File: src/rtl/ad9914_reg_rd_if.sv
// ---------------------------------------------------------------------------
// ad9914_reg_rd_if
//
// Bundles the command/status handshake and the AD9914 parallel-port pins of
// the register read-back engine.
//
// Signals:
//   load            start request (level-sampled while the engine is idle)
//   reg_base_addr   address of the first 16-bit word
//   reg_word_num    number of words to read (1 or 2 are legal)
//   exp_var         expected value for the optional verify compare
//   reg_rvar        assembled 32-bit read data
//   res             command error (illegal word count)
//   mismatch        verify failure, valid while finish=1
//   busy            transaction in progress
//   finish          engine idle, last result valid
//   p_pwd           bus width select (always 16-bit)
//   p_wr            write strobe, active-low (always inactive here)
//   p_rd            read strobe, active-low
//   p_addr          port address
//   p_rdata         data returned by the DDS
//   data_tri_select keeps the FPGA data drivers off during reads
//
// Modports:
//   slave   the read engine itself
//   master  everything outside the engine: the controller issuing commands
//           and the DDS pins returning p_rdata
// ---------------------------------------------------------------------------
interface ad9914_reg_rd_if;
  logic        load;
  logic [7:0]  reg_base_addr;
  logic [1:0]  reg_word_num;
  logic [31:0] exp_var;
  logic [31:0] reg_rvar;
  logic        res;
  logic        mismatch;
  logic        busy;
  logic        finish;
  logic        p_pwd;
  logic        p_wr;
  logic        p_rd;
  logic [7:0]  p_addr;
  logic [15:0] p_rdata;
  logic        data_tri_select;

  modport slave (
    input  load, reg_base_addr, reg_word_num, exp_var, p_rdata,
    output reg_rvar, res, mismatch, busy, finish,
           p_pwd, p_wr, p_rd, p_addr, data_tri_select
  );

  modport master (
    output load, reg_base_addr, reg_word_num, exp_var, p_rdata,
    input  reg_rvar, res, mismatch, busy, finish,
           p_pwd, p_wr, p_rd, p_addr, data_tri_select
  );
endinterface

File: src/rtl/ad9914_reg_rd.sv
// ---------------------------------------------------------------------------
// ad9914_reg_rd
//
// Read-back engine for the AD9914 16-bit parallel port. On a load request it
// reads one or two consecutive 16-bit registers (addresses base and base+2)
// with timed p_rd strobes and assembles a 32-bit result. Word 0 lands in
// reg_rvar[15:0], word 1 in reg_rvar[31:16]; a 1-word read clears the upper
// half.
//
// Parameters:
//   ADDR_SETUP_NUM  cycles p_addr is stable before p_rd falls (0 -> 1)
//   RD_PULSE_NUM    cycles p_rd is held low                 (0 -> 1)
//   RD_RECOVER_NUM  cycles p_rd stays high after the strobe (0 -> 1)
//
// Ports:
//   clk      system clock
//   rst      asynchronous, active-high reset
//   port_if  ad9914_reg_rd_if.slave: command/status and parallel-port pins
//
// Optional feature:
//   AD9914_RD_VERIFY_EN  when defined, the result is compared against
//                        exp_var (masked to the words read) and mismatch
//                        reports the outcome; otherwise mismatch is 0.
// ---------------------------------------------------------------------------
module ad9914_reg_rd #(
  parameter int ADDR_SETUP_NUM = 2,
  parameter int RD_PULSE_NUM   = 4,
  parameter int RD_RECOVER_NUM = 2
) (
  input logic             clk,
  input logic             rst,
  ad9914_reg_rd_if.slave  port_if
);

  // A zero-length phase would collapse the strobe timing, so each phase
  // lasts at least one cycle.
  localparam int S_EFF = (ADDR_SETUP_NUM < 1) ? 1 : ADDR_SETUP_NUM;
  localparam int P_EFF = (RD_PULSE_NUM   < 1) ? 1 : RD_PULSE_NUM;
  localparam int R_EFF = (RD_RECOVER_NUM < 1) ? 1 : RD_RECOVER_NUM;

  localparam logic [15:0] S_LAST = 16'(S_EFF - 1);
  localparam logic [15:0] P_LAST = 16'(P_EFF - 1);
  localparam logic [15:0] R_LAST = 16'(R_EFF - 1);

  typedef enum logic [2:0] {
    IDLE,
    SETUP,
    STROBE,
    RECOVER,
    DONE
  } state_t;

  state_t      state_q, state_d;
  logic [15:0] cnt_q, cnt_d;
  logic        word_idx_q, word_idx_d;
  logic [1:0]  word_num_q, word_num_d;
  logic [7:0]  p_addr_q, p_addr_d;
  logic        p_rd_q, p_rd_d;
  logic [31:0] reg_rvar_q, reg_rvar_d;
  logic        res_q, res_d;
  logic        busy_q, busy_d;
  logic        finish_q, finish_d;
`ifdef AD9914_RD_VERIFY_EN
  logic [31:0] exp_q, exp_d;
  logic        mismatch_q, mismatch_d;
`endif

  logic cmd_legal;
  logic last_word;

  // Only 1- and 2-word reads touch the bus; anything else is reported via res.
  assign cmd_legal = (word_num_q == 2'd1) || (word_num_q == 2'd2);
  assign last_word = (word_num_q != 2'd2) || word_idx_q;

  // Next-state and registered-output logic. Every pin is driven from a
  // register so p_rd cannot glitch; p_rd_d defaults high and is pulled low
  // only for cycles that will be spent in STROBE.
  always_comb begin
    state_d    = state_q;
    cnt_d      = cnt_q;
    word_idx_d = word_idx_q;
    word_num_d = word_num_q;
    p_addr_d   = p_addr_q;
    p_rd_d     = 1'b1;
    reg_rvar_d = reg_rvar_q;
    res_d      = res_q;
    busy_d     = busy_q;
    finish_d   = finish_q;
`ifdef AD9914_RD_VERIFY_EN
    exp_d      = exp_q;
    mismatch_d = mismatch_q;
`endif

    case (state_q)
      IDLE: begin
        if (port_if.load) begin
          word_num_d = port_if.reg_word_num;
          word_idx_d = 1'b0;
          cnt_d      = 16'd0;
          res_d      = 1'b0;
          busy_d     = 1'b1;
          finish_d   = 1'b0;
          state_d    = SETUP;
`ifdef AD9914_RD_VERIFY_EN
          exp_d      = port_if.exp_var;
          mismatch_d = 1'b0;
`endif
          // An illegal command must not touch the bus, so the address is
          // only updated for a read that will actually happen.
          if ((port_if.reg_word_num == 2'd1) || (port_if.reg_word_num == 2'd2)) begin
            p_addr_d = port_if.reg_base_addr;
          end
        end
      end

      SETUP: begin
        if (!cmd_legal) begin
          res_d   = 1'b1;
          state_d = DONE;
        end else if (cnt_q == S_LAST) begin
          cnt_d   = 16'd0;
          p_rd_d  = 1'b0;
          state_d = STROBE;
        end else begin
          cnt_d = cnt_q + 16'd1;
        end
      end

      STROBE: begin
        if (cnt_q == P_LAST) begin
          // Data is taken at the end of the last low cycle, when the DDS
          // output has had the full pulse width to settle.
          cnt_d   = 16'd0;
          state_d = RECOVER;
          if (word_idx_q) begin
            reg_rvar_d[31:16] = port_if.p_rdata;
          end else begin
            reg_rvar_d = {16'h0000, port_if.p_rdata};
          end
        end else begin
          cnt_d  = cnt_q + 16'd1;
          p_rd_d = 1'b0;
        end
      end

      RECOVER: begin
        if (cnt_q == R_LAST) begin
          cnt_d = 16'd0;
          if (last_word) begin
            state_d = DONE;
          end else begin
            // Registers are 16 bits wide and live at even addresses, so the
            // second word is two addresses up; the 8-bit add wraps 0xFF to 0x01.
            word_idx_d = 1'b1;
            p_addr_d   = p_addr_q + 8'd2;
            state_d    = SETUP;
          end
        end else begin
          cnt_d = cnt_q + 16'd1;
        end
      end

      DONE: begin
        busy_d   = 1'b0;
        finish_d = 1'b1;
        state_d  = IDLE;
`ifdef AD9914_RD_VERIFY_EN
        // A 1-word read only owns the low half, so only that half is compared.
        if (res_q) begin
          mismatch_d = 1'b0;
        end else if (word_num_q == 2'd2) begin
          mismatch_d = (reg_rvar_q != exp_q);
        end else begin
          mismatch_d = (reg_rvar_q[15:0] != exp_q[15:0]);
        end
`endif
      end

      default: begin
        state_d = IDLE;
      end
    endcase
  end

  // State and output registers. Reset forces the strobe inactive at once and
  // throws away any partially assembled word.
  always_ff @(posedge clk or posedge rst) begin
    if (rst) begin
      state_q    <= IDLE;
      cnt_q      <= 16'd0;
      word_idx_q <= 1'b0;
      word_num_q <= 2'd0;
      p_addr_q   <= 8'd0;
      p_rd_q     <= 1'b1;
      reg_rvar_q <= 32'd0;
      res_q      <= 1'b0;
      busy_q     <= 1'b0;
      finish_q   <= 1'b1;
`ifdef AD9914_RD_VERIFY_EN
      exp_q      <= 32'd0;
      mismatch_q <= 1'b0;
`endif
    end else begin
      state_q    <= state_d;
      cnt_q      <= cnt_d;
      word_idx_q <= word_idx_d;
      word_num_q <= word_num_d;
      p_addr_q   <= p_addr_d;
      p_rd_q     <= p_rd_d;
      reg_rvar_q <= reg_rvar_d;
      res_q      <= res_d;
      busy_q     <= busy_d;
      finish_q   <= finish_d;
`ifdef AD9914_RD_VERIFY_EN
      exp_q      <= exp_d;
      mismatch_q <= mismatch_d;
`endif
    end
  end

  assign port_if.p_pwd           = 1'b1;
  assign port_if.p_wr            = 1'b1;
  assign port_if.data_tri_select = 1'b0;
  assign port_if.p_rd            = p_rd_q;
  assign port_if.p_addr          = p_addr_q;
  assign port_if.reg_rvar        = reg_rvar_q;
  assign port_if.res             = res_q;
  assign port_if.busy            = busy_q;
  assign port_if.finish          = finish_q;
`ifdef AD9914_RD_VERIFY_EN
  assign port_if.mismatch        = mismatch_q;
`else
  assign port_if.mismatch        = 1'b0;
`endif

endmodule

File: src/flat_wrapper.sv
// flat-port wrapper written by rule: the top's interface ports become plain ports
module ad9914_reg_rd_flat 
#(
  parameter int ADDR_SETUP_NUM = 2,
  parameter int RD_PULSE_NUM   = 4,
  parameter int RD_RECOVER_NUM = 2
)
  (clk, rst, port_if_load, port_if_reg_base_addr, port_if_reg_word_num, port_if_exp_var, port_if_p_rdata, port_if_reg_rvar, port_if_res, port_if_mismatch, port_if_busy, port_if_finish, port_if_p_pwd, port_if_p_wr, port_if_p_rd, port_if_p_addr, port_if_data_tri_select);
  ad9914_reg_rd_if port_if_i ();
  input logic clk;
  input logic rst;
  input wire logic [$bits(port_if_i.load)-1:0] port_if_load;
  input wire logic [$bits(port_if_i.reg_base_addr)-1:0] port_if_reg_base_addr;
  input wire logic [$bits(port_if_i.reg_word_num)-1:0] port_if_reg_word_num;
  input wire logic [$bits(port_if_i.exp_var)-1:0] port_if_exp_var;
  input wire logic [$bits(port_if_i.p_rdata)-1:0] port_if_p_rdata;
  output wire logic [$bits(port_if_i.reg_rvar)-1:0] port_if_reg_rvar;
  output wire logic [$bits(port_if_i.res)-1:0] port_if_res;
  output wire logic [$bits(port_if_i.mismatch)-1:0] port_if_mismatch;
  output wire logic [$bits(port_if_i.busy)-1:0] port_if_busy;
  output wire logic [$bits(port_if_i.finish)-1:0] port_if_finish;
  output wire logic [$bits(port_if_i.p_pwd)-1:0] port_if_p_pwd;
  output wire logic [$bits(port_if_i.p_wr)-1:0] port_if_p_wr;
  output wire logic [$bits(port_if_i.p_rd)-1:0] port_if_p_rd;
  output wire logic [$bits(port_if_i.p_addr)-1:0] port_if_p_addr;
  output wire logic [$bits(port_if_i.data_tri_select)-1:0] port_if_data_tri_select;
  assign port_if_i.load = port_if_load;
  assign port_if_i.reg_base_addr = port_if_reg_base_addr;
  assign port_if_i.reg_word_num = port_if_reg_word_num;
  assign port_if_i.exp_var = port_if_exp_var;
  assign port_if_i.p_rdata = port_if_p_rdata;
  assign port_if_reg_rvar = port_if_i.reg_rvar;
  assign port_if_res = port_if_i.res;
  assign port_if_mismatch = port_if_i.mismatch;
  assign port_if_busy = port_if_i.busy;
  assign port_if_finish = port_if_i.finish;
  assign port_if_p_pwd = port_if_i.p_pwd;
  assign port_if_p_wr = port_if_i.p_wr;
  assign port_if_p_rd = port_if_i.p_rd;
  assign port_if_p_addr = port_if_i.p_addr;
  assign port_if_data_tri_select = port_if_i.data_tri_select;
  ad9914_reg_rd #(.ADDR_SETUP_NUM(ADDR_SETUP_NUM), .RD_PULSE_NUM(RD_PULSE_NUM), .RD_RECOVER_NUM(RD_RECOVER_NUM)) u_core (.clk(clk), .rst(rst), .port_if(port_if_i));
endmodule
File: config.mk
export PLATFORM = sky130hd
export DESIGN_NAME = ad9914_reg_rd_flat
export DESIGN_NICKNAME = d
export VERILOG_FILES = /design/src/rtl/ad9914_reg_rd_if.sv /design/src/rtl/ad9914_reg_rd.sv /design/src/flat_wrapper.sv
export SDC_FILE = /design/constraint.sdc
export NUM_CORES = 1
export LEC_CHECK = 0
export ABC_AREA = 0
export ABC_CLOCK_PERIOD_IN_PS = 2100
export CAP_MARGIN = 5
export CORE_AREA = 2 2 78 80
export DETAILED_ROUTE_END_ITERATION = 10
export DIE_AREA = 0 0 80 82
export DONT_BUFFER_PORTS = 1
export GPL_TIMING_DRIVEN = 0
export PLACE_DENSITY = 0.74
export SETUP_SLACK_MARGIN = 0.2
export SYNTH_ARGS = -nofsm -noshare
export SYNTH_HDL_FRONTEND = slang
export SYNTH_SLANG_ARGS = --single-unit
export TNS_END_PERCENT = 50
File: constraint.sdc
create_clock -name clk -period 2.1 [get_ports clk]
set_input_delay 0.21 -clock clk [delete_from_list [all_inputs] [get_ports clk]]
set_output_delay 0.21 -clock clk [all_outputs]
set_load 0.01 [all_outputs]
# Yosys cells after proc, flatten, opt, wreduce, memory -nomap -nowiden
# Index checks and enable logic that the tools add are counted.
[op_classes]
addsub = 2
n_mux = 31
n_eq_ne = 19
reduce_logical = 17
magnitude_cmp = 0
mul = 0
n_div = 0
bitwise = 1
shifts = 0
[ops]
columns = ["op", "n"]
rows = [
  ["$mux W16", 5],
  ["$pmux W16 S4", 1],
  ["$mux W8", 4],
  ["$mux W3", 6],
  ["$add A16 B1 Y16 const B", 1],
  ["$eq A16 B1 Y1 const B", 1],
  ["$eq A16 B2 Y1 const B", 1],
  ["$pmux W8 S2", 1],
  ["$pmux W3 S4", 1],
  ["$pmux W1 S2", 5],
  ["$reduce_and A3 Y1", 3],
  ["$add A8 B2 Y8 const B", 1],
  ["$mux W1", 8],
  ["$ne A2 B1 Y1 const B", 4],
  ["$ne A2 B2 Y1 const B", 4],
  ["$reduce_and A4 Y1", 2],
  ["$eq A3 B2 Y1 const B", 2],
  ["$reduce_and A2 Y1", 3],
  ["$reduce_bool A2 Y1", 3],
  ["$reduce_and A5 Y1", 1],
  ["$eq A2 B1 Y1 const B", 2],
  ["$eq A2 B2 Y1 const B", 2],
  ["$reduce_bool A4 Y1", 1],
  ["$eq A3 B1 Y1 const B", 1],
  ["other kinds (5)", 7],
]
[word_totals]
wordCells = 81
latch_bits = 0
romBits = 0
register_bits = 66
in_bits = 61
memories = 0
mem_bits_rw = 0
output_inout_bits = 48

# Depth between registers and ports, before layout
# Gate-level depths: netlist (run 1).
[depth]
word_depth = 5
ltp_mapped = 9
mapped_depth_nobuf = 7

# Worst setup path before layout (run 1)
# Ideal clock, no wire load.
[synth_path]
kind = "reg-to-reg"
startpoint = "reg u_core.cnt_q[12]"
endpoint = "reg u_core.reg_rvar_q[0], in the netlist u_core.port_if.reg_rvar[0]"
arrival_time_ps = 1774
synth_period_minus_slack_ps = 1902
setup_time_ps = 127
setup_slack_ps = 198
t_required_ps = 1973
n_path_buf = 1
stages_incl_launch_ff = 7
cell_sequence = "dfrtp_1 > nor4_4 > and4_1 > nand3_2 > nor2_4 > buf_6 > mux2_1"
[synth_between]
elab_chain_cells = 2
[synth_lines]
columns = ["item", "line", "text"]
rows = [
  ["start: declaration", "ad9914_reg_rd.sv:54", "logic [15:0] cnt_q, cnt_d;"],
  ["start signal: assignment", "ad9914_reg_rd.sv:205", "cnt_q <= cnt_d;"],
  ["$eq A16 B2 Y1", "ad9914_reg_rd.sv:130", "if (cnt_q == P_LAST) begin"],
  ["$reduce_and A3 Y1 (no source line)", "-", ""],
  ["end signal: assignment", "ad9914_reg_rd.sv:210", "reg_rvar_q <= reg_rvar_d;"],
  ["end: declaration", "ad9914_reg_rd.sv:59", "logic [31:0] reg_rvar_q, reg_rvar_d;"],
]
# Every way passes these cells.
# A chain may end at the register's enable or synchronous reset.

# Final worst setup path (run 1)
[layout_path]
startpoint = "reg u_core.cnt_q[3]"
endpoint = "reg u_core.cnt_q[5]"
[layout_between]
elab_chain_cells = 4
elab_cells_between_ends = 7
classes_between = "add/sub (1); eq/ne (2); mux (4)"
[layout_lines]
columns = ["item", "line", "text"]
rows = [
  ["$add A16 B1 Y16 or $eq A16 B1 Y1 (tied branches)", "-", ""],
  ["$mux W16", "ad9914_reg_rd.sv:120, ad9914_reg_rd.sv:147", ""],
  ["$mux W16", "ad9914_reg_rd.sv:117", "if (!cmd_legal) begin"],
  ["$pmux W16 S4 (*)", "ad9914_reg_rd.sv:94", "case (state_q)"],
]
# Mark *: on every way between the ends. The rest lies on a longest branch, timed or not. The select of a mux whose other input is x is not followed.

==> results of run 1 <==
layout by cell type (no fill, tap or decap), types with 4 or more instances in the layout:
cell type	instances
conb_1	4
dfrtp_2	6
a31oi_1	9
mux2_4	14
nand3_1	21
buf_6	6
and3_1	4
a21oi_1	17
mux2i_1	6
dfrtp_1	58
clkbuf_1	9
clkbuf_8	10
o21ai_0	30
nand2_1	58
buf_4	22
o22ai_1	4
dlygate4sd3_1	14
nor2_1	15
inv_1	7
metal layers:
metal | vias to the layer above | wire length [µm] | track usage [%]
met2 | 129 | 4210 | 38.4
met3 | 16 | 725 | 7.14
met5 | - | 0 | 0
met4 | 0 | 136 | 8.47
li1 | 1297 | - | -
met1 | 1414 | 3370 | 31.4
stage by stage:
step	worst slack, ns	total power, µW	utilization [%]	cells	area [µm²]
6_report	0.0327	2440	72.0	468	4130
4_1_cts	0.112	2450	67.9	459	3900
2_1_floorplan	0.198	1330	-	341	3320
5_1_grt	-0.0321	2520	72.0	468	4130
3_5_place_dp	-0.0903	1350	59.8	417	3430
3_3_place_gp	-0.456	1340	59.4	416	3410
where the power goes:
part | internal [µW] | leakage, µW | switching [µW]
Combinational | 33.3 | 0.00101 | 43.4
Clock | 582 | 0.000103 | 506
Sequential | 1270 | 0.000755 | 0
registers in the layout, summed over array words and instances, names as in the netlist:
name,cells
u_core.state_q,3
u_core.cnt_q,16
u_core.port_if.reg_rvar,32
u_core.word_idx_q,1
u_core.port_if.res,1
u_core.port_if.p_rd,1
u_core.port_if.finish,1
u_core.word_num_q,2
u_core.port_if.busy,1
u_core.port_if.p_addr,8
worst paths after layout:
| path | startpoint | endpoint | slack, ns | cells past startpoint |
|---|---|---|---|---|
| max | u_core.cnt_q[3] | u_core.cnt_q[5] | 0.03 | 6 |
| min | port_if_p_rdata[11] | u_core.port_if.reg_rvar[27] | 0.005 | 2 |
| max reg2reg | u_core.cnt_q[3] | u_core.cnt_q[5] | 0.03 | 6 |
| min reg2reg | u_core.port_if.finish | u_core.port_if.finish | 0.53 | 2 |
| max in group asynchronous | rst | u_core.port_if.finish | 1.06 | 3 |
| min in group asynchronous | rst | u_core.port_if.reg_rvar[26] | 0.36 | 2 |
cell families after synthesis:
| group | synth area share [%] |
|---|---|
| flops | 49.9 |
| compound gates | 15.1 |
| simple gates | 20.1 |
| mux | 7.93 |
| buf+inv | 4.42 |
| fa+ha+maj | 1.51 |
| xor+xnor | 0.793 |
| other cells | 0.227 |
critical path: cells and delay by family (launching register included):
kind	cells	cell delay [ns]
buffers and inverters	1	0.18
AO/OA/AOI/OAI	2	0.53
AND/OR/NAND/NOR	3	0.76
flip-flops	1	0.47
area by class of cell:
| class | count | area, µm² |
|---|---|---|
| Sequential cell | 66 | 1660 |
| Clock inverter | 6 | 65.1 |
| Inverter | 8 | 30.0 |
| Multi-Input combinational cell | 245 | 1660 |
| Fill cell | 392 | 1610 |
| Buffer | 22 | 140 |
| Timing Repair Buffer | 36 | 347 |
| Clock buffer | 10 | 138 |
| Tap cell | 75 | 93.8 |
what timing repair did:
item	CTS	global route
hold endpoints to repair	42	0
gates cloned	0	1
pin swaps	6	11
hold buffers	14	0
gates resized for setup	12	44
endpoints found under the setup margin	35	54
setup buffers	12	8
==> flow_metrics.env, run 1 <==
export IMPL_status="finished clean"
export IMPL_gp_congestion=0.910
export IMPL_overflow=0
export IMPL_cts_inserted_buffers=9
export IMPL_routed_via_density=6.10
export IMPL_clockBufferDepth=2
export IMPL_drv_cap=0
export IMPL_skew_ns=0.0102
export IMPL_routedWlPerCell_um=18.0
export IMPL_cp_start_kind="flip-flop"
export IMPL_rows=28
export IMPL_syn_area_mm2=0.00331
export IMPL_min_path_type="input port to flip-flop"
export IMPL_synth_top_area_share_pct=48.3
export IMPL_drc_errors=0
export IMPL_die_w_um=80
export IMPL_holdWs_ns=0.00499
export IMPL_tritoncts="yes"
export IMPL_nets=453
export IMPL_synth_area_leaders="dfrtp_1 (48%), nand2_1 (6.7%), mux2_1 (5.4%), o21ai_0 (5.0%), nand3_1 (3.2%)"
export IMPL_yosysWarnings=0
export IMPL_first_pass_iters=4
export IMPL_cts_htree_levels=3
export IMPL_synth_top_cell_by_area="dfrtp_1"
export IMPL_hold_viol_final=0
export IMPL_slew_viol_final=0
export IMPL_critPathMaxStageDelay_ns=0.47
export IMPL_synth_cells=339
export IMPL_worstSetupPathType="flip-flop to flip-flop"
export IMPL_port_buffers=0
export IMPL_crit_chain="nor4_4 > buf_4 > nand4_1 > o2bb2ai_4 > and2_4 > a221o_1"
export IMPL_fin_crit_ns=2.07
export IMPL_track_usage_pct=24.1
export IMPL_hpwl_mm=5.13
export IMPL_powerDensity_mw_per_mm2=589
export IMPL_tightestPinTransition_ns=0.536
export IMPL_cts_sink_count=66
export IMPL_setup_viol=0
export IMPL_arrival_ns=2.30
export IMPL_vias=2856
export IMPL_avgSynthCellArea_um2=9.77
export IMPL_core_mm2=0.00575
export IMPL_dominantRegCellSynth="dfrtp_1"
export IMPL_antenna_found_initial=0
export IMPL_leakage_uw=0.00187
export IMPL_synth_seq_area_share_pct=49.9
export IMPL_dieHeight_um=82
export IMPL_io_pins=109
export IMPL_ys_seq_elements=66
export IMPL_grt_max_degree=44
export IMPL_synth_edff_count=0
export IMPL_postRouteAntennaNets=0
export IMPL_post_route_period_util_pct=98.4
export IMPL_slew_headroom_pct=64.2
export IMPL_worstSkewPairLatency_ns=0.35
export IMPL_dieArea_mm2=0.00656
export IMPL_rsz0062_at_grt="true"
export IMPL_yosysMostFrequentCell="dfrtp_1"
export IMPL_timing_setup_tns_ns=0
export IMPL_drive_gt1_share_pct=25.4
export IMPL_drt_first_iter_violations=148
export IMPL_start_util_pct=57.7
export IMPL_endpoint_kind="flip-flop"
export IMPL_drt_wl_total_mm=8.44
export IMPL_ys_top_cells_by_count="dfrtp_1 (64), nand2_1 (59), o21ai_0 (33)"
export IMPL_ys_types=48
export IMPL_synthToLayoutAreaGrowth_pct=24.8
export IMPL_ir_worst_vdd_uv=413
export IMPL_grt_pass1_vias=2600
export IMPL_antenna_cells=0
export IMPL_required_ns=2.33
export IMPL_cts_root_buf="clkbuf_8"
export IMPL_ys_async_sr_fraction_pct=100
export IMPL_worst_path_max_fanout=6
export IMPL_clkSlewWorstSetupHoldPaths_ns=0.08
export IMPL_fmax_ghz=0.484
export IMPL_slowest_stage="dfrtp_2"
export IMPL_grt_pass1_wl_mm=12.3
No activity file was read; power rests on OpenSTA's default activity.
==> run 2: changes to the inputs <==
--- a/config.mk
+++ b/config.mk
@@ -15,6 +15,7 @@
 export GPL_TIMING_DRIVEN = 0
 export PLACE_DENSITY = 0.74
 export SETUP_SLACK_MARGIN = 0.2
+export SLEW_MARGIN = 20
 export SYNTH_ARGS = -nofsm -noshare
 export SYNTH_HDL_FRONTEND = slang
 export SYNTH_SLANG_ARGS = --single-unit
==> run 2 against run 1 <==
Register-to-register slack improved by 0.07 ns. Routed wire length increased by 2.6%. Sequential share of layout area fell by 0.13 points. Final area is 0.24% higher. Power fell by 5.6%. Combinational power up 12%. Clock power shrank 14%. Utilization grew 0.17 points. Worst hold slack improved by 0.0030 ns. Global-route usage grew 1.4 points. Fmax rose by 3.7%. Critical path type unchanged.
==> flow_metrics.env, run 2 (synthesis gave the netlist of run 1 again) <==
export IMPL_cts_sink_count=66
export IMPL_min_delay_worst_endpoint="u_core.port_if.reg_rvar[26]"
export IMPL_slew_headroom_pct=65.8
export IMPL_powerDensity_mw_per_mm2=555
export IMPL_dieHeight_um=82
export IMPL_start_util_pct=57.7
export IMPL_hpwl_mm=5.08
export IMPL_ir_worst_vdd_uv=332
export IMPL_fin_crit_ns=1.99
export IMPL_fin_cells=474
export IMPL_routedWlPerCell_um=18.3
export IMPL_setup_viol=0
export IMPL_track_usage_pct=25.5
export IMPL_tightestPinTransition_ns=0.513
export IMPL_cts_root_buf="clkbuf_8"
export IMPL_dieArea_mm2=0.00656
export IMPL_drc_errors=0
export IMPL_drv_cap=0
export IMPL_status="finished clean"
export IMPL_rr_endpoint="u_core.port_if.reg_rvar[12]"
export IMPL_mostFrequentLayoutCells="dfrtp_1 (59), nand2_1 (58), o21ai_0 (31)"
export IMPL_grt_pass1_vias=2601
export IMPL_antenna_found_initial=0
export IMPL_post_route_period_util_pct=95.0
export IMPL_grt_pass1_wl_mm=12.7
export IMPL_grt_max_degree=49
export IMPL_endpoint_kind="flip-flop"
export IMPL_dp_slack_ns=-0.0901
export IMPL_hold_viol_final=0
export IMPL_min_from="port_if_p_rdata[10]"
export IMPL_nets=459
export IMPL_largest_register_ffs=32
export IMPL_core_mm2=0.00575
export IMPL_reg2regPathDepth=6
export IMPL_routed_via_density=6.04
export IMPL_rows=28
export IMPL_port_buffers=0
export IMPL_drt_first_iter_violations=153
export IMPL_postRouteAntennaNets=0
export IMPL_clkSlewWorstSetupHoldPaths_ns=0.07
export IMPL_fmax_ghz=0.501
export IMPL_cts_htree_levels=3
export IMPL_min_path_type="input port to flip-flop"
export IMPL_rsz0062_at_grt="true"
export IMPL_drt_wl_total_mm=8.66
export IMPL_arrival_ns=2.22
export IMPL_clockBufferDepth=2
export IMPL_skew_ns=0.0102
export IMPL_gp_congestion=0.910
export IMPL_r2r_start="u_core.cnt_q[6]"
export IMPL_tritoncts="yes"
export IMPL_first_pass_iters=5
export IMPL_worst_path_max_fanout=6
export IMPL_worstSkewPairLatency_ns=0.35
export IMPL_drive_gt1_share_pct=25.8
export IMPL_cts_inserted_buffers=9
export IMPL_vias=2861
export IMPL_hold_path_depth=2
export IMPL_final_common_cell="dfrtp_1"
export IMPL_die_w_um=80
export IMPL_antenna_cells=0
export IMPL_leakage_uw=0.00190
export IMPL_io_pins=109
export IMPL_required_ns=2.33
export IMPL_r2r_slack_ns=0.11
export IMPL_overflow=0
export IMPL_cp_start_kind="flip-flop"
export IMPL_synthToLayoutAreaGrowth_pct=25.1
export IMPL_dp_cells=417
export IMPL_total_power_uw=2300
export IMPL_slew_viol_final=0
export IMPL_fin_ws_ns=0.106
export IMPL_worstSetupPathType="flip-flop to flip-flop"
==> run 2: changes by cell type in the layout (fill, tap and decap cells not counted), sizes merged <==
cell,before,now
bufinv,1,0
clkinvlp,1,0
dlygate4sd3,14,18
inv,9,8
clkinv,3,7
clkbuf,22,18
buf,32,37
==> run 2: stage by stage <==
stage,utilization [%],setup TNS (ns),instance area (µm²),hold slack [ns]
6_report,72.1,0,4140,0.00795
5_1_grt,72.1,0,4140,0.000874
4_1_cts,69.1,0,3970,0.00274
3_5_place_dp,60.0,-0.831,3440,0.0431
3_3_place_gp,59.4,-29.55,3410,0.338
2_1_floorplan,-,0,3320,0.327
==> run 2: layout make-up <==
type	count	area, µm²
buffer	22	146
clock buffer	9	124
clock inverter	7	46.3
fill	407	1600
inverter	8	32.5
multi-input combinational	245	1650
sequential	66	1660
tap	75	93.8
timing repair buffer	42	387
==> run 2: layer usage <==
layer / global-route usage [%] / up-vias / routed length (µm)
li1: - / 1302 / -
met2: 40.0 / 143 / 4130
met1: 33.2 / 1393 / 3610
met3: 6.92 / 23 / 746
met5: 0 / - / 0
met4: 11.7 / 0 / 180
==> run 2: worst max-delay path, cell delays in order, from the launching register on <==
cell and delay, ns:
dfrtp_2 0.47, nor4_4 0.38, and4_1 0.29, nand3_4 0.09
nor2_4 0.17, buf_6 0.18, mux2_4 0.31
==> run 2: timing repair <==
| item | in CTS | in global routing |
|---|---|---|
| endpoints found under the hold margin | 84 | 3 |
| pin swaps | 11 | 11 |
| cloned | 1 | 2 |
| buffers inserted | 10 | 10 |
| setup endpoints to repair | 36 | 56 |
| resized for setup | 29 | 36 |
| hold buffers | 16 | 2 |
==> run 2: power breakdown <==
part,switching [µW],internal (µW)
registers,0,1270
logic,46.0,40.0
clock network,517,425
==> run 2: worst max path at each step <==
stage	slack (ns)	startpoint	to	depth (start not counted)
floorplan	0.20	u_core.cnt_q[12]	u_core.port_if.reg_rvar[0]	6
global placement	-0.46	rst	u_core.port_if.p_addr[2]	1
detailed placement	-0.09	u_core.cnt_q[9]	u_core.port_if.reg_rvar[0]	6
CTS	0.11	u_core.cnt_q[5]	u_core.port_if.reg_rvar[14]	7
global route	0.06	u_core.cnt_q[6]	u_core.port_if.reg_rvar[15]	6
finish	0.11	u_core.cnt_q[6]	u_core.port_if.reg_rvar[12]	6
==> run 3: changes to the inputs <==
--- a/config.mk
+++ b/config.mk
@@ -5,15 +5,16 @@
 export SDC_FILE = /design/constraint.sdc
 export NUM_CORES = 1
 export LEC_CHECK = 0
-export ABC_AREA = 0
+export ABC_AREA = 1
 export ABC_CLOCK_PERIOD_IN_PS = 2100
 export CAP_MARGIN = 5
-export CORE_AREA = 2 2 78 80
+export CORE_AREA = 2 2 80 82
 export DETAILED_ROUTE_END_ITERATION = 10
-export DIE_AREA = 0 0 80 82
+export DIE_AREA = 0 0 82 84
 export DONT_BUFFER_PORTS = 1
 export GPL_TIMING_DRIVEN = 0
-export PLACE_DENSITY = 0.74
+export HOLD_SLACK_MARGIN = 0.15
+export PLACE_DENSITY = 0.75
 export SETUP_SLACK_MARGIN = 0.2
 export SLEW_MARGIN = 20
 export SYNTH_ARGS = -nofsm -noshare
==> run 3 against run 2 <==
Clock power grew 15%. First-iteration DRC count grew 12%. Final cell count grew 21%. Critical path type unchanged. Largest power group unchanged. Highest routed layer unchanged.
==> flow_metrics.env, run 3 <==
export IMPL_rsz0062_at_grt="false"
export IMPL_synth_top_family_by_area="simple AND/OR/NAND/NOR gates"
export IMPL_drt_wl_total_mm=8.10
export IMPL_fin_crit_ns=1.74
export IMPL_final_util_pct=68.5
export IMPL_min_path_type="input port to async pin"
export IMPL_grt_pass1_wl_mm=13.5
export IMPL_overflow=0
export IMPL_setup_viol=0
export IMPL_synth_seq_area_share_pct=46.6
export IMPL_total_power_uw=5580
export IMPL_cts_root_buf="clkbuf_8"
export IMPL_pwr_share_clk_pct=19.3
export IMPL_dieArea_mm2=0.00689
export IMPL_ys_async_sr_fraction_pct=100
export IMPL_slew_viol_final=0
export IMPL_p_seq_share_pct=42.7
export IMPL_holdWs_ns=0.252
export IMPL_final_common_cell="nand2_1"
export IMPL_drc_errors=0
export IMPL_synth_edff_count=0
export IMPL_dieHeight_um=84
export IMPL_crit_chain="inv_2 > nand3_4 > nor2_2 > nand2_1 > dlygate4sd3_1 > o21ai_0"
export IMPL_synth_mux_area_share_pct=0.317
export IMPL_yosysMostFrequentCell="nand2_1"
export IMPL_tritoncts="yes"
export IMPL_cts_sink_count=66
export IMPL_endpoint_kind="flip-flop"
export IMPL_clkSlewWorstSetupHoldPaths_ns=0.08
export IMPL_skew_ns=0.0126
export IMPL_routedWlPerCell_um=14.2
export IMPL_swShare_pct=45.4
export IMPL_antenna_cells=0
export IMPL_synth_top_cell_by_area="dfrtp_1"
export IMPL_nets=555
export IMPL_arrival_ns=2.00
export IMPL_p_comb_share_pct=38.0
export IMPL_power_switching_uw=2530
export IMPL_multi_input_comb_area_mm2=0.00163
export IMPL_register_area_mm2=0.00165
export IMPL_post_route_period_util_pct=82.7
export IMPL_status="finished clean"
export IMPL_clockBufferDepth=2
export IMPL_synth_area_leaders="dfrtp_1 (45%), nand2_1 (16%), nand3_1 (7.9%), inv_1 (3.5%), nor2_1 (3.2%)"
export IMPL_drive_gt1_share_pct=13.9
export IMPL_largest_register_ffs=32
export IMPL_hold_viol_final=0
export IMPL_critPathMaxStageDelay_ns=0.55
export IMPL_port_buffers=0
export IMPL_die_w_um=82
export IMPL_synth_top_area_share_pct=45.1
export IMPL_routed_via_density=5.36
export IMPL_powerDensity_mw_per_mm2=1340
export IMPL_worst_path_max_fanout=6
export IMPL_internal_power_uw=3050
export IMPL_synthSimpleGateAreaFrac_pct=36.4
export IMPL_cp_start_kind="flip-flop"
export IMPL_leakage_uw=0.00197
export IMPL_synth_xor_area_share_pct=0.987
export IMPL_fmax_ghz=0.576
export IMPL_synth_fa_ha_area_share_pct=1.41
export IMPL_grt_max_degree=56
export IMPL_dp_slack_ns=0.381
export IMPL_start_util_pct=58.2
export IMPL_synth_cells=446
export IMPL_required_ns=2.36
export IMPL_dominantRegCellSynth="dfrtp_1"
export IMPL_ys_types=39
export IMPL_io_pins=109
export IMPL_ir_worst_vdd_uv=756
export IMPL_cts_htree_levels=3
export IMPL_first_pass_iters=4
export IMPL_drt_first_iter_violations=171
export IMPL_slowest_stage="dlygate4sd3_1"
export IMPL_avgSynthCellArea_um2=7.96
export IMPL_worstSkewPairLatency_ns=0.34
export IMPL_synthToLayoutAreaGrowth_pct=17.7
export IMPL_grt_pass1_vias=3022
export IMPL_worstSetupPathType="flip-flop to flip-flop"
export IMPL_core_mm2=0.00610
export IMPL_fill_cells=492
export IMPL_cts_setup_buffers=0
export IMPL_ys_seq_elements=66
export IMPL_cts_inserted_buffers=9
export IMPL_syn_area_mm2=0.00355
export IMPL_mostFrequentLayoutCells="nand2_1 (148), dfrtp_1 (64), nand3_1 (56)"
export IMPL_yosysWarnings=0
export IMPL_gp_congestion=0.783
export IMPL_track_usage_pct=25.1
export IMPL_postRouteAntennaNets=0
export IMPL_hpwl_mm=5.70
export IMPL_vias=3064
export IMPL_synth_compound_area_share_pct=6.35
export IMPL_fin_ws_ns=0.364
export IMPL_drv_cap=0
export IMPL_ys_top_cells_by_count="nand2_1 (148), dfrtp_1 (64), nand3_1 (56)"
export IMPL_antenna_found_initial=0
export IMPL_rows=29
-- run 3: power groups by stage --
| stage | Sequential (µW) | Clock (µW) | Combinational, µW |
|---|---|---|---|
| after global placement | 2370 | 0 | 1980 |
| after floorplan | 2270 | 0 | 1650 |
| after CTS | 2380 | 1090 | 2130 |
| after detailed placement | 2400 | 0 | 2060 |
| final | 2380 | 1080 | 2120 |
| after global routing | 2450 | 1160 | 2410 |
-- run 3: final cells by class --
| type | count | area share [%] |
|---|---|---|
| timing repair buffer | 31 | 7.85 |
| multi-input combinational | 325 | 39.0 |
| buffer | 16 | 2.76 |
| tap | 77 | 2.31 |
| inverter | 41 | 3.87 |
| clock buffer | 9 | 2.97 |
| clock inverter | 7 | 1.65 |
| sequential | 66 | 39.6 |
-- run 3: cell families (layout without fill, tap and decap cells) --
logic type,after synthesis,count (layout)
AND/OR/NAND/NOR,273,273
flip-flops,66,66
multiplexers,1,1
buffers and inverters,57,104
other,2,4
adder cells (fa/ha/maj),4,4
AO/OA/AOI/OAI,39,39
XOR/XNOR,4,4
-- run 3: per-layer routing --
layer	vias to the layer above	share of wire (%)	GRT usage (%)	routed length [µm]
li1	1517	-	-	-
met5	-	0	0	0
met2	104	49	41.4	3970
met4	0	1.7	8.79	134
met1	1428	42	31.2	3400
met3	15	7.4	6.60	601
-- run 3: repair_timing --
action / CTS / global route
hold buffers: 30 / 0
hold endpoints to repair: 108 / 0
setup endpoints to repair: 0 / 0
gates resized for setup: 0 / 0
-- run 3: path summary, 6_finish.rpt --
check                                         from                       end  slack (ns)  cells after the start
setup / recovery                 u_core.state_q[2]      u_core.word_num_q[0]        0.36                      6
hold / removal                                 rst          u_core.cnt_q[13]        0.25                      2
setup reg to reg                 u_core.state_q[2]      u_core.word_num_q[0]        0.36                      6
hold reg to reg              u_core.port_if.finish     u_core.port_if.finish        0.50                      2
max in group asynchronous                      rst     u_core.port_if.finish        1.29                      3
min in group clk           port_if_reg_word_num[1]  u_core.port_if.p_addr[5]        0.30                      4
-- run 3: per-stage QoR --
stage	setup TNS, ns	instance area (µm²)	instances
finish	0	4180	572
global route	0	4180	572
CTS	0	4180	572
detailed placement	0	3680	526
global placement	-29.57	3650	525
floorplan	0	3560	448
-- run 3: critical path: cells and delay by family (launching register included) --
family | cells | cell delay (ns)
simple gates | 3 | 0.43
flops | 1 | 0.42
buf+inv | 2 | 0.72
compound gates | 1 | 0.07
